## config.mk

```make
export PLATFORM = sky130hd
export DESIGN_NAME = cr16_control_flat
export DESIGN_NICKNAME = d
export VERILOG_FILES = /design/src/rtl/cr16_control_if.sv /design/src/rtl/cr16_control.sv /design/src/flat_wrapper.sv
export SDC_FILE = /design/constraint.sdc
export NUM_CORES = 1
export LEC_CHECK = 0
export BUFFER_PORTS_ARGS = -buffer_cell sky130_fd_sc_hd__buf_2
export CORE_ASPECT_RATIO = 0.5
export CORE_MARGIN = 2
export CORE_UTILIZATION = 40
export CTS_CLUSTER_DIAMETER = 40
export DETAILED_ROUTE_END_ITERATION = 12
export GPL_TIMING_DRIVEN = 0
export PLACE_DENSITY = 0.66
export SYNTH_ARGS = -nofsm -noshare
export SYNTH_HDL_FRONTEND = slang
export SYNTH_SLANG_ARGS = --single-unit
export TNS_END_PERCENT = 30
```

## constraint.sdc

```tcl
create_clock -name clk -period 3.2 [get_ports clk]
set_clock_uncertainty 0.1 [all_clocks]
set_input_delay 0.64 -clock clk [delete_from_list [all_inputs] [get_ports clk]]
set_output_delay 0.64 -clock clk [all_outputs]
set_load 0.03 [all_outputs]
```

## src/rtl/cr16_control_if.sv

```systemverilog
// Bus between the CR16 multicycle controller, memory, register file and PSR.
// The controller takes the master side; the datapath/memory side is the slave.
interface cr16_control_if #(parameter int WIDTH = 16);
  logic [WIDTH-1:0] instr;
  logic             memReady;
  logic [WIDTH-1:0] srcValue;
  logic [4:0]       flags;
  logic [WIDTH-1:0] pc;
  logic [WIDTH-1:0] memAddr;
  logic             memRead;
  logic             memWrite;
  logic [3:0]       sourceAddr;
  logic [3:0]       destAddr;
  logic             regWrite;
  logic             wbSel;
  logic [3:0]       aluOp;
  logic             useImm;
  logic [WIDTH-1:0] imm;
  logic             flagWrite;
  logic [2:0]       state;

  modport master (
    input  instr, memReady, srcValue, flags,
    output pc, memAddr, memRead, memWrite, sourceAddr, destAddr,
           regWrite, wbSel, aluOp, useImm, imm, flagWrite, state
  );

  modport slave (
    output instr, memReady, srcValue, flags,
    input  pc, memAddr, memRead, memWrite, sourceAddr, destAddr,
           regWrite, wbSel, aluOp, useImm, imm, flagWrite, state
  );
endinterface

```

## src/rtl/cr16_control.sv

```systemverilog
// Multicycle fetch/decode/execute controller for the CR16-style datapath.
// Sole source of register file and PSR write enables; outputs are Moore-decoded from state and IR.
//
// state  | meaning
// FETCH  | read instr at pc; on memReady latch IR, pc+1
// DECODE | register addresses settle, no enables
// EXEC   | ALU writeback / flag update, branch or jump resolve
// MEM    | LOAD read or STOR write at srcValue, waits on memReady
// WB     | write loaded data into Rdest
module cr16_control #(parameter int WIDTH = 16) (
  input logic clk,
  input logic reset,
  cr16_control_if.master bus
);
  typedef enum logic [2:0] {
    FETCH  = 3'd0,
    DECODE = 3'd1,
    EXEC   = 3'd2,
    MEM    = 3'd3,
    WB     = 3'd4
  } stateT;

  stateT            stateQ, stateNext;
  logic [WIDTH-1:0] pcQ, pcNext, irQ, irNext;
  logic [3:0]       opcode, opExt, cond, aluCode;
  logic             isRType, isAlu, isCmp, flagOp, isLoad, isStor, isJcond, isBcond;
  logic             condTrue, zFlag, nFlag;
  logic [WIDTH-1:0] immSext, immZext, immLui, immSel;
  logic             memRead, memWrite, regWrite, wbSel, flagWrite;

  function automatic logic isAluCode(input logic [3:0] c);
    case (c)
      4'b0101, 4'b1001, 4'b1011, 4'b0001, 4'b0010, 4'b0011, 4'b1101: return 1'b1;
      default: return 1'b0;
    endcase
  endfunction

  always_ff @(posedge clk) begin
    if (reset) begin
      stateQ <= FETCH;
      pcQ    <= '0;
      irQ    <= '0;
    end else begin
      stateQ <= stateNext;
      pcQ    <= pcNext;
      irQ    <= irNext;
    end
  end

  assign opcode  = irQ[15:12];
  assign cond    = irQ[11:8];
  assign opExt   = irQ[7:4];
  assign isRType = (opcode == 4'b0000);
  assign aluCode = isRType ? opExt : opcode;
  assign isAlu   = isAluCode(aluCode) || (!isRType && opcode == 4'b1111);
  assign isCmp   = (aluCode == 4'b1011);
  assign flagOp  = isAlu && (aluCode == 4'b0101 || aluCode == 4'b1001 || aluCode == 4'b1011);
  assign isLoad  = (opcode == 4'b0100) && (opExt == 4'b0000);
  assign isStor  = (opcode == 4'b0100) && (opExt == 4'b0100);
  assign isJcond = (opcode == 4'b0100) && (opExt == 4'b1100);
  assign isBcond = (opcode == 4'b1100);

  // Only Z and N steer conditions; masking keeps the whole flag bus referenced.
  assign zFlag = |(bus.flags & 5'b00010);
  assign nFlag = |(bus.flags & 5'b00001);

  always_comb begin
    condTrue = 1'b0;
    case (cond)
      4'b0000: condTrue = zFlag;
      4'b0001: condTrue = !zFlag;
      4'b1100: condTrue = nFlag;
      4'b1110: condTrue = 1'b1;
      default: condTrue = 1'b0;
    endcase
  end

  assign immSext = {{(WIDTH-8){irQ[7]}}, irQ[7:0]};
  assign immZext = {{(WIDTH-8){1'b0}}, irQ[7:0]};
  assign immLui  = immZext << 8;

  always_comb begin
    immSel = '0;
    case (opcode)
      4'b0101, 4'b1001, 4'b1011, 4'b1100: immSel = immSext;
      4'b0001, 4'b0010, 4'b0011, 4'b1101: immSel = immZext;
      4'b1111:                            immSel = immLui;
      default:                            immSel = '0;
    endcase
  end

  always_comb begin
    stateNext = FETCH;
    pcNext    = pcQ;
    irNext    = irQ;
    memRead   = 1'b0;
    memWrite  = 1'b0;
    regWrite  = 1'b0;
    wbSel     = 1'b0;
    flagWrite = 1'b0;
    case (stateQ)
      FETCH: begin
        memRead = 1'b1;
        if (bus.memReady) begin
          irNext    = bus.instr;
          pcNext    = pcQ + WIDTH'(1);
          stateNext = DECODE;
        end else begin
          stateNext = FETCH;
        end
      end
      DECODE: stateNext = EXEC;
      EXEC: begin
        regWrite  = isAlu && !isCmp;
        flagWrite = flagOp;
        // pc already points past this instruction, so the displacement is relative to pc+1
        if (isBcond && condTrue) pcNext = pcQ + immSext;
        if (isJcond && condTrue) pcNext = bus.srcValue;
        stateNext = (isLoad || isStor) ? MEM : FETCH;
      end
      MEM: begin
        memRead   = isLoad;
        memWrite  = isStor;
        stateNext = MEM;
        if (bus.memReady) stateNext = isLoad ? WB : FETCH;
      end
      WB: begin
        regWrite = 1'b1;
        wbSel    = 1'b1;
      end
      default: stateNext = FETCH;
    endcase
  end

  assign bus.pc         = pcQ;
  assign bus.memAddr    = (stateQ == FETCH) ? pcQ : bus.srcValue;
  assign bus.memRead    = memRead;
  assign bus.memWrite   = memWrite;
  assign bus.sourceAddr = irQ[3:0];
  assign bus.destAddr   = irQ[11:8];
  assign bus.regWrite   = regWrite;
  assign bus.wbSel      = wbSel;
  assign bus.aluOp      = aluCode;
  assign bus.useImm     = isAlu && !isRType;
  assign bus.imm        = immSel;
  assign bus.flagWrite  = flagWrite;
  assign bus.state      = stateQ;
endmodule
```

## src/flat_wrapper.sv

```systemverilog
// flat-port wrapper written by rule: the top's interface ports become plain ports
module cr16_control_flat 
#(parameter int WIDTH = 16)
  (clk, reset, bus_instr, bus_memReady, bus_srcValue, bus_flags, bus_pc, bus_memAddr, bus_memRead, bus_memWrite, bus_sourceAddr, bus_destAddr, bus_regWrite, bus_wbSel, bus_aluOp, bus_useImm, bus_imm, bus_flagWrite, bus_state);
  cr16_control_if #(.WIDTH(WIDTH)) bus_i ();
  input logic clk;
  input logic reset;
  input wire logic [$bits(bus_i.instr)-1:0] bus_instr;
  input wire logic [$bits(bus_i.memReady)-1:0] bus_memReady;
  input wire logic [$bits(bus_i.srcValue)-1:0] bus_srcValue;
  input wire logic [$bits(bus_i.flags)-1:0] bus_flags;
  output wire logic [$bits(bus_i.pc)-1:0] bus_pc;
  output wire logic [$bits(bus_i.memAddr)-1:0] bus_memAddr;
  output wire logic [$bits(bus_i.memRead)-1:0] bus_memRead;
  output wire logic [$bits(bus_i.memWrite)-1:0] bus_memWrite;
  output wire logic [$bits(bus_i.sourceAddr)-1:0] bus_sourceAddr;
  output wire logic [$bits(bus_i.destAddr)-1:0] bus_destAddr;
  output wire logic [$bits(bus_i.regWrite)-1:0] bus_regWrite;
  output wire logic [$bits(bus_i.wbSel)-1:0] bus_wbSel;
  output wire logic [$bits(bus_i.aluOp)-1:0] bus_aluOp;
  output wire logic [$bits(bus_i.useImm)-1:0] bus_useImm;
  output wire logic [$bits(bus_i.imm)-1:0] bus_imm;
  output wire logic [$bits(bus_i.flagWrite)-1:0] bus_flagWrite;
  output wire logic [$bits(bus_i.state)-1:0] bus_state;
  assign bus_i.instr = bus_instr;
  assign bus_i.memReady = bus_memReady;
  assign bus_i.srcValue = bus_srcValue;
  assign bus_i.flags = bus_flags;
  assign bus_pc = bus_i.pc;
  assign bus_memAddr = bus_i.memAddr;
  assign bus_memRead = bus_i.memRead;
  assign bus_memWrite = bus_i.memWrite;
  assign bus_sourceAddr = bus_i.sourceAddr;
  assign bus_destAddr = bus_i.destAddr;
  assign bus_regWrite = bus_i.regWrite;
  assign bus_wbSel = bus_i.wbSel;
  assign bus_aluOp = bus_i.aluOp;
  assign bus_useImm = bus_i.useImm;
  assign bus_imm = bus_i.imm;
  assign bus_flagWrite = bus_i.flagWrite;
  assign bus_state = bus_i.state;
  cr16_control #(.WIDTH(WIDTH)) u_core (.clk(clk), .reset(reset), .bus(bus_i));
endmodule
```

==> impl_metrics.toml <==
[layout]
antenna_cells = 0
fin_area_sq_um = 4060
finalNetCount = 619
syn2layout_area_growth_pct = 25.6
layout-drive-gt1-share_pct = 27.5

[cts]
clock_path_buffers = 2
cts_tree = "built"
clkTransAtPathRegs_ps = 60
cts_sinks = 35
cts_buffers = 5
hold_buffers = 0
htreeDepth = 2
cts_setup_buffers = 0
worstSkewPairLatency_ps = 290
cts-root-buf = "clkbuf_16"
cts_resized = 0

[synth]
ys_seq_area_share_pct = 21.7
synthFlopType = "dfxtp_1"
syn_area_per_cell_sq_um = 7.18
yosysWarnings = 0
netlist_top_cells_area = "dfxtp_1 (22%), nand2_1 (8.8%), a21oi_1 (6.5%)"
ys_seq_elements = 35
synth_cell_types = 57
syn_inst = 450
yosysTopAreaCell = "dfxtp_1"
synth_nets = 507
synth_edf_count = 0
synth.top_cell.area_share_pct = 21.7
synthArstFlopShare_pct = 0
syn-cell-area_sq_um = 3230

[grt]
grt_max_degree = 12
globalRouteMet3Util_pct = 4.04
grt_pass1_vias = 3266
antenna_found_initial = 0
grt_usage_pct = 24.3
met1_usage_pct = 34.4
gr-total-overflow = 0
grt_pass1_wl_um = 16700
top_usage_layer = "met2"
grt_use_met2_pct = 39.6

[die]
die-height_um = 67.5
die_width_um = 131
rows = 23
ios = 109
coreArea_sq_um = 7910
die_area_sq_um = 8850
start_util_pct = 40.8

[run_status]
status = "completed"

[setup_path]
crit_required_ps = 2460
cp_max_fo = 10
criticalPathCategory = "register to output pin"
cp_data_arrival_time_ps = 2180
worstSetupStartpointType = "register"
cp-end-kind = "output pin"

[power_and_ir_drop]
irDropWorstVdd_mv = 0.188
power.density_nw_per_um2 = 348
leakagePower_uw = 0.00196
power_uw = 1410

[sta]
tightest_slew_ps = 732
rsz0062_at_grt = "false"
slew_violations = 0
slew_headroom_pct = 51.2
min_period_over_period_pct = 91.4
setup_viol = 0
hold_viol = 0
tns_ps = 0
max_freq_ghz = 0.342
finalCriticalPeriod_ps = 2920
hold_slack_ps = 406

[detailed_routing]
via_count = 3728
routed_wl_um = 10700
drcViolationCount = 0
ant_nets = 0
viasPerCell = 5.52
dr.pass1.iters = 6
dr.first_iter.drc_count = 268
wl_per_cell_um = 15.8

[place]
portBuffers = 105
placed_area_sq_um = 3900
hpwl_um = 8000
place.gp.congestion = 0.932

[job]
cap_viol_max_count = 0

[worst_hold_path]
min_path_type = "register to register"
==> through the flow <==
stage	instances	setup WS (ps)	utilization [%]
after floorplan	450	467	-
after global placement	667	403	49.2
after detailed placement	667	411	49.2
after CTS	675	106	51.3
after global routing	675	143	51.3
final	675	276	51.3
==> power by group <==
part | internal, uW | switching, uW | total [uW] | leakage [uW]
logic | 141 | 256 | 397 | 0.00160
clock network | 331 | 201 | 533 | 0.0000761
registers | 454 | 29.3 | 484 | 0.000285
==> layout by cell type, fill, tap and decap left out, types with 6 or more instances in the layout <==
cell type,count
a21o_1,8
a21oi_1,42
a31oi_1,13
and2_1,12
and3_1,10
buf_2,113
buf_4,8
clkbuf_1,13
dfxtp_1,35
ha_1,16
inv_1,13
mux2_2,16
nand2_1,76
nand3_1,9
nand4_1,6
nor2_1,31
nor2b_1,6
nor3_1,16
o21ai_0,20
o21ai_1,8
xnor2_1,11
==> layer usage <==
metal	up-vias	share of wire [%]	routed length, um
met2	154	44	4680
met3	8	8.0	854
met5	-	0	0
li1	1847	-	-
met1	1719	48	5110
met4	0	0.39	42
==> cell usage after synthesis, types with 3 or more instances <==
master / n
nand2b_1: 5
o21ai_0: 20
a211oi_1: 4
and2_1: 12
o22ai_1: 4
nor2_1: 31
nand2_1: 76
nand4_1: 6
a21o_1: 8
buf_2: 8
nor2b_1: 6
buf_4: 8
clkbuf_1: 14
a21oi_1: 42
mux2_2: 16
o31ai_1: 3
nand3_1: 9
o211ai_1: 4
xnor2_1: 11
a31oi_1: 13
inv_1: 13
ha_1: 16
nor3_1: 16
mux2i_1: 5
o21ai_1: 8
xor2_1: 5
and3_1: 10
dfxtp_1: 35
a311oi_1: 4
==> cells by family (layout without fill, tap and decap cells) <==
kind of cell / count (synthesis) / count (layout) / share of synthesized area [%]
buffers and inverters: 44 / 157 / 6.35
multiplexers: 21 / 21 / 7.13
XOR/XNOR: 16 / 16 / 4.34
flip-flops: 35 / 35 / 21.7
adder cells (fa/ha/maj): 17 / 17 / 6.82
AND/OR/NAND/NOR: 186 / 186 / 27.9
AO/OA/AOI/OAI: 131 / 131 / 25.8
==> registers in the layout, indices dropped and copies added (netlist names) <==
name              count
u_core.bus.pc        16
u_core.bus.state      3
u_core.irQ           16
==> layout make-up <==
class / count / area, sq um
buffer: 31 / 158
timing repair buffer: 105 / 526
sequential: 35 / 701
inverter: 13 / 48.8
multi-input combinational: 371 / 2320
clock inverter: 1 / 7.51
fill: 831 / 3860
tap: 112 / 140
clock buffer: 7 / 153
==> worst max-delay path, cell delays in order (launching register included) <==
cell	delay (ps)
dfxtp_1	320
clkbuf_1	330
nor2_1	120
nand2_1	350
clkbuf_1	480
nor3_1	100
buf_2	200
==> worst paths after layout <==
kind / slack [ps] / start / cells after the start / end
worst min-delay path: 410 / u_core.irQ[9]$_SDFFE_PP0P_ / 2 / u_core.irQ[9]$_SDFFE_PP0P_
worst max-delay path: 280 / u_core.bus.state[0]$_SDFF_PP0_ / 6 / bus_flagWrite
worst min register to register: 410 / u_core.irQ[9]$_SDFFE_PP0P_ / 2 / u_core.irQ[9]$_SDFFE_PP0P_
worst max register to register: 300 / u_core.irQ[4]$_SDFFE_PP0P_ / 8 / u_core.bus.pc[15]$_SDFFE_PP0P_
Note: power is estimated with default switching activity, not from simulation.
